**config.mk**
```make
export PLATFORM = sky130hd
export DESIGN_NAME = spi_transaction_manager
export DESIGN_NICKNAME = d
export VERILOG_FILES = /design/src/rtl/spi_transaction_manager.sv
export SDC_FILE = /design/constraint.sdc
export NUM_CORES = 1
export LEC_CHECK = 0
export ABC_CLOCK_PERIOD_IN_PS = 2200
export CORE_ASPECT_RATIO = 1.4
export CORE_MARGIN = 8
export CORE_UTILIZATION = 45
export CTS_CLUSTER_DIAMETER = 30
export DETAILED_ROUTE_END_ITERATION = 8
export GPL_ROUTABILITY_DRIVEN = 0
export GPL_TIMING_DRIVEN = 0
export PLACE_DENSITY_LB_ADDON = 0.25
export SYNTH_ARGS = -nofsm -noshare
export SYNTH_HDL_FRONTEND = slang
export SYNTH_SLANG_ARGS = --single-unit
```
**constraint.sdc**
```tcl
create_clock -name clk_for_SPI -period 2.2 [get_ports clk_for_SPI]
set_input_delay 0.44 -clock clk_for_SPI [delete_from_list [all_inputs] [get_ports clk_for_SPI]]
set_output_delay 0.44 -clock clk_for_SPI [all_outputs]
set_load 0.005 [all_outputs]
```
**src/rtl/spi_transaction_manager.sv**
```systemverilog
// spi_transaction_manager
//   Command sequencer in front of SPI_Engine. Takes one 32-bit command word
//   on a valid/ready request port, presents it to the engine, waits for
//   EngineDone (or a timeout), and returns the captured 16-bit MISO word on a
//   valid/ready response port. After reset or a timeout the engine is given a
//   flush window to finish any in-flight frame before a new request is taken.
//
// Ports
//   clk_for_SPI, nReset       clock, async active-low reset
//   Req_Valid/Ready/Data      request handshake, 32-bit command word
//   Resp_Valid/Ready          response handshake
//   Resp_Data, Resp_Error     captured MISO data; error = timed out (data 0)
//   Tx_Data, EngineStart      to engine
//   EngineDone, Rx_Data       from engine
//   Busy                      high in every state except IDLE
//   Txn_Count                 completed good transactions, wraps
//   Timeout_Count             timeouts, saturates at 255
//
// state   | meaning
// FLUSH   | Req_Ready low; wait FLUSH_CYCLES and EngineDone low
// IDLE    | Req_Ready high; accept next command word
// SETUP   | Tx_Data settles before EngineStart rises
// START   | EngineStart high; wait EngineDone or timeout
// RELEASE | wait EngineDone low, then GAP_CYCLES of NCS-high time
// RESP    | Resp_Valid high until Resp_Ready

module spi_transaction_manager #(
    parameter int TIMEOUT_CYCLES = 64,
    parameter int FLUSH_CYCLES   = 40,
    parameter int GAP_CYCLES     = 2,
    parameter int CNT_WIDTH      = 16
) (
    input  logic                 clk_for_SPI,
    input  logic                 nReset,
    input  logic                 Req_Valid,
    output logic                 Req_Ready,
    input  logic [31:0]          Req_Data,
    output logic                 Resp_Valid,
    input  logic                 Resp_Ready,
    output logic [15:0]          Resp_Data,
    output logic                 Resp_Error,
    output logic [31:0]          Tx_Data,
    output logic                 EngineStart,
    input  logic                 EngineDone,
    input  logic [15:0]          Rx_Data,
    output logic                 Busy,
    output logic [CNT_WIDTH-1:0] Txn_Count,
    output logic [7:0]           Timeout_Count
);

    // One shared up-counting timer serves all three waits.
    localparam int TMAX_FT = (TIMEOUT_CYCLES > FLUSH_CYCLES) ? TIMEOUT_CYCLES : FLUSH_CYCLES;
    localparam int TMAX    = (TMAX_FT > GAP_CYCLES) ? TMAX_FT : GAP_CYCLES;
    localparam int TMR_W   = $clog2(TMAX + 1);

    localparam logic [TMR_W-1:0] FLUSH_LAST = TMR_W'(FLUSH_CYCLES - 1);
    localparam logic [TMR_W-1:0] TMO_LAST   = TMR_W'(TIMEOUT_CYCLES - 1);
    localparam logic [TMR_W-1:0] GAP_LAST   = TMR_W'(GAP_CYCLES - 1);

    typedef enum logic [2:0] {
        S_FLUSH, S_IDLE, S_SETUP, S_START, S_RELEASE, S_RESP
    } state_e;

    state_e                 state_q, state_d;
    logic [TMR_W-1:0]       timer_q, timer_d;
    logic [31:0]            tx_q, tx_d;
    logic                   start_q, start_d;
    logic [15:0]            rdata_q, rdata_d;
    logic                   rerr_q, rerr_d;
    logic [CNT_WIDTH-1:0]   txn_q, txn_d;
    logic [7:0]             tmo_q, tmo_d;

    always_ff @(posedge clk_for_SPI or negedge nReset) begin
        if (!nReset) begin
            state_q <= S_FLUSH;
            timer_q <= '0;
            tx_q    <= '0;
            start_q <= 1'b0;
            rdata_q <= '0;
            rerr_q  <= 1'b0;
            txn_q   <= '0;
            tmo_q   <= '0;
        end else begin
            state_q <= state_d;
            timer_q <= timer_d;
            tx_q    <= tx_d;
            start_q <= start_d;
            rdata_q <= rdata_d;
            rerr_q  <= rerr_d;
            txn_q   <= txn_d;
            tmo_q   <= tmo_d;
        end
    end

    always_comb begin
        state_d = state_q;
        timer_d = timer_q;
        tx_d    = tx_q;
        start_d = start_q;
        rdata_d = rdata_q;
        rerr_d  = rerr_q;
        txn_d   = txn_q;
        tmo_d   = tmo_q;

        case (state_q)
            S_FLUSH: begin
                // Timer parks at its last value while the engine still reports done.
                if (timer_q == FLUSH_LAST) begin
                    if (!EngineDone) state_d = S_IDLE;
                end else begin
                    timer_d = timer_q + 1'b1;
                end
            end
            S_IDLE: begin
                if (Req_Valid) begin
                    tx_d    = Req_Data;
                    state_d = S_SETUP;
                end
            end
            S_SETUP: begin
                start_d = 1'b1;
                timer_d = '0;
                state_d = S_START;
            end
            S_START: begin
                // Done takes priority over a timeout on the same cycle.
                if (EngineDone) begin
                    rdata_d = Rx_Data;
                    rerr_d  = 1'b0;
                    start_d = 1'b0;
                    txn_d   = txn_q + 1'b1;
                    timer_d = '0;
                    state_d = S_RELEASE;
                end else if (timer_q == TMO_LAST) begin
                    rdata_d = '0;
                    rerr_d  = 1'b1;
                    start_d = 1'b0;
                    if (tmo_q != 8'hFF) tmo_d = tmo_q + 1'b1;
                    timer_d = '0;
                    state_d = S_RELEASE;
                end else begin
                    timer_d = timer_q + 1'b1;
                end
            end
            S_RELEASE: begin
                // Gap count restarts while EngineDone is still high.
                if (EngineDone) begin
                    timer_d = '0;
                end else if (GAP_CYCLES == 0 || timer_q == GAP_LAST) begin
                    state_d = S_RESP;
                end else begin
                    timer_d = timer_q + 1'b1;
                end
            end
            S_RESP: begin
                if (Resp_Ready) begin
                    timer_d = '0;
                    state_d = rerr_q ? S_FLUSH : S_IDLE;
                end
            end
            default: begin
                timer_d = '0;
                state_d = S_FLUSH;
            end
        endcase
    end

    assign Req_Ready     = (state_q == S_IDLE);
    assign Resp_Valid    = (state_q == S_RESP);
    assign Busy          = (state_q != S_IDLE);
    assign Tx_Data       = tx_q;
    assign EngineStart   = start_q;
    assign Resp_Data     = rdata_q;
    assign Resp_Error    = rerr_q;
    assign Txn_Count     = txn_q;
    assign Timeout_Count = tmo_q;

endmodule

```
==> results.ini <==
[critical_path]
crit_type = flip-flop to primary output
start_kind = flip-flop
end_kind = primary output
critPathSlowestCell = clkdlybuf4s50_1
path_cells = buf_6 -> inv_1 -> nor3_1 -> clkdlybuf4s50_1
path_max_fanout = 10
cpPeakStageDelay_ps = 530
crit_arrival_ps = 1640
cp.required_ps = 1760

[clock_network]
cts.path.max_buffers = 2
root_buffer = clkbuf_16
clock_latency_ps = 330
cts_setup_buffers = 0
cts_htree_levels = 3
cts_buffers = 9
cts.sink_count = 84
cts_tree = yes
clk_pin_slew_worst_paths_ps = 60
cts_resized = 0
cts_hold_buf = 0

[synthesis]
synth_top_area_cell = dfrtp_1
yosys-top-cells-count = dfrtp_1, mux2_2, a22o_1, nand2_1, xnor2_1
synth_cell_types = 44
ys_seq_elements = 84
yosys_warnings = 0
synthSimpleGateAreaFrac_pct = 11.1
synth_ff_type = dfrtp_1
synthXorXnorAreaFrac_pct = 5.75
synth_compound_area_share_pct = 10.5
synth_top_family_by_area = simple AND/OR/NAND/NOR gates
yosys-top-cells-area = dfrtp_1, mux2_2, a22o_1
syn_area_mm2 = 0.00365
synth_edf_count = 0
synthArstFlopShare_pct = 100
synth_top_area_share_pct = 57.5
muxShareOfSynthArea_pct = 10.7
synth_nets = 334
synth_adder_area_share_pct = 1.37
avgSynthCellArea_um2 = 13.2
seq_area_frac_synth_pct = 57.5
yosysMostFrequentCell = dfrtp_1
synth_cells = 277

[place]
dp.cells = 509
pre_cts_slack_ps = -48.6
placed_cell_area_mm2 = 0.00509
portBuffers = 129
dpl.hpwl_um = 7050

[sta]
slew_headroom_pct = 63.2
fin_ws_ps = 124
fin_crit_sh_pct = 94.4
clock_skew_ps = 6.34
rsz0062_at_grt = false
hold_ws_ps = 96.0
max_clock_freq_mhz = 482
setup_viol = 0
finalMaxSlewViolations = 0
finalHoldViolCount = 0
period_needed_ps = 2080
tightest_slew_ps = 553
fin_setup_tns_ps = 0

[final_layout]
seqCellArea_mm2 = 0.00210
multiInputGateArea_mm2 = 0.00144
postLayoutCellArea_mm2 = 0.00538
syn_to_final_growth_pct = 47.1
fill_cells = 632
nets = 475
fin_cells = 524
post-route-util_pct = 67.2
drive_gt1_share_pct = 17.3
num_antenna_cells = 0

[die]
die_height_um = 123
io_pins = 130
start_util_pct = 45.7
rows = 39
die_w_um = 92.2
core-area_mm2 = 0.00800
die_area_mm2 = 0.0113

[grt]
grt_pass1_vias = 2901
grt_pass1_wl_um = 15100
grt.overflow.total = 0
grt_use_total_pct = 16.9
grt_antenna_before_repair = 0
grt_max_degree = 44

[drt]
drt-initial-drc-count = 59
wl_per_cell_um = 17.7
ant_nets = 0
viasPerCell = 5.20
drt_wl_total_um = 9280
drcViolationCount = 0
dr.pass1.iters = 4
vias = 2726

[flow_run]
drv_cap = 0

[run_status]
outcome = complete, no violations

[worst_hold_path]
hp-class = input pin to asynchronous set/reset pin

[power]
leakagePower_nw = 2.36
power.total_mw = 6.46
p_per_area_mw_per_mm2 = 1200
max-vdd-ir-drop_uv = 629

-- routing by layer --
layer	global-route usage [%]	wire, µm	vias to the layer above
li1	-	-	1278
met1	18.4	3680	1358
met2	30.1	4990	74
met3	4.59	401	16
met4	7.08	211	0
met5	0	0	-
-- cell usage in the layout, fill, tap and decap left out, drive strengths merged, types with 4 or more instances in the layout --
cell type / count
dfrtp: 84
inv: 6
ha: 4
clkdlybuf4s50: 128
and2: 4
a21oi: 5
mux2: 34
nand2: 16
xnor2: 14
buf: 14
and3: 6
xor2: 10
a22o: 16
nor2: 8
clkbuf: 14
nand3: 13
o21ai: 6
nor3: 12
-- registers in the layout (all words and copies together), names as in the netlist --
register,cells
timer_q,7
Tx_Data,32
Resp_Data,16
EngineStart,1
Resp_Error,1
Txn_Count,16
state_q,3
Timeout_Count,8
-- worst paths after layout --
check	startpoint	end	cells after the start	slack, ps
max reg2reg	timer_q[0]$_DFFE_PN0P_	state_q[2]$_DFFE_PN0P_	6	230
max in group asynchronous	nReset	timer_q[2]$_DFFE_PN0P_	2	1480
max	state_q[2]$_DFFE_PN0P_	Resp_Valid	4	120
min reg2reg	Txn_Count[9]$_DFFE_PN0P_	Txn_Count[9]$_DFFE_PN0P_	1	490
min	nReset	Tx_Data[23]$_DFFE_PN0P_	1	100
min in group clk_for_SPI	Txn_Count[9]$_DFFE_PN0P_	Txn_Count[9]$_DFFE_PN0P_	1	490
-- kinds of logic (layout without fill, tap and decap cells) --
| kind of cell | count (synthesis) | in the layout |
|---|---|---|
| xor+xnor | 24 | 24 |
| fa+ha+maj | 4 | 4 |
| simple gates | 67 | 67 |
| buf+inv | 19 | 164 |
| mux | 35 | 35 |
| compound gates | 44 | 44 |
| flops | 84 | 84 |
-- critical path, delay by kind of cell, from the launching register on --
kind,cells,cell delay [ps]
flops,1,380
simple gates,1,180
buf+inv,3,760
-- where the power goes --
| group | total (mW) | internal [mW] | switching, mW |
|---|---|---|---|
| sequential | 2.39 | 2.07 | 0.322 |
| clock | 1.45 | 0.903 | 0.542 |
| combinational | 2.62 | 1.66 | 0.961 |
-- final cells by class --
cell class / count / share of cell area, %
buffer: 13 / 1.65
clock buffer: 13 / 4.65
clock inverter: 2 / 0.652
inverter: 6 / 0.419
multi-input combinational: 174 / 26.8
sequential: 84 / 39.1
tap: 102 / 2.37
timing repair buffer: 130 / 24.3
Note: power is estimated with default switching activity, not from simulation.
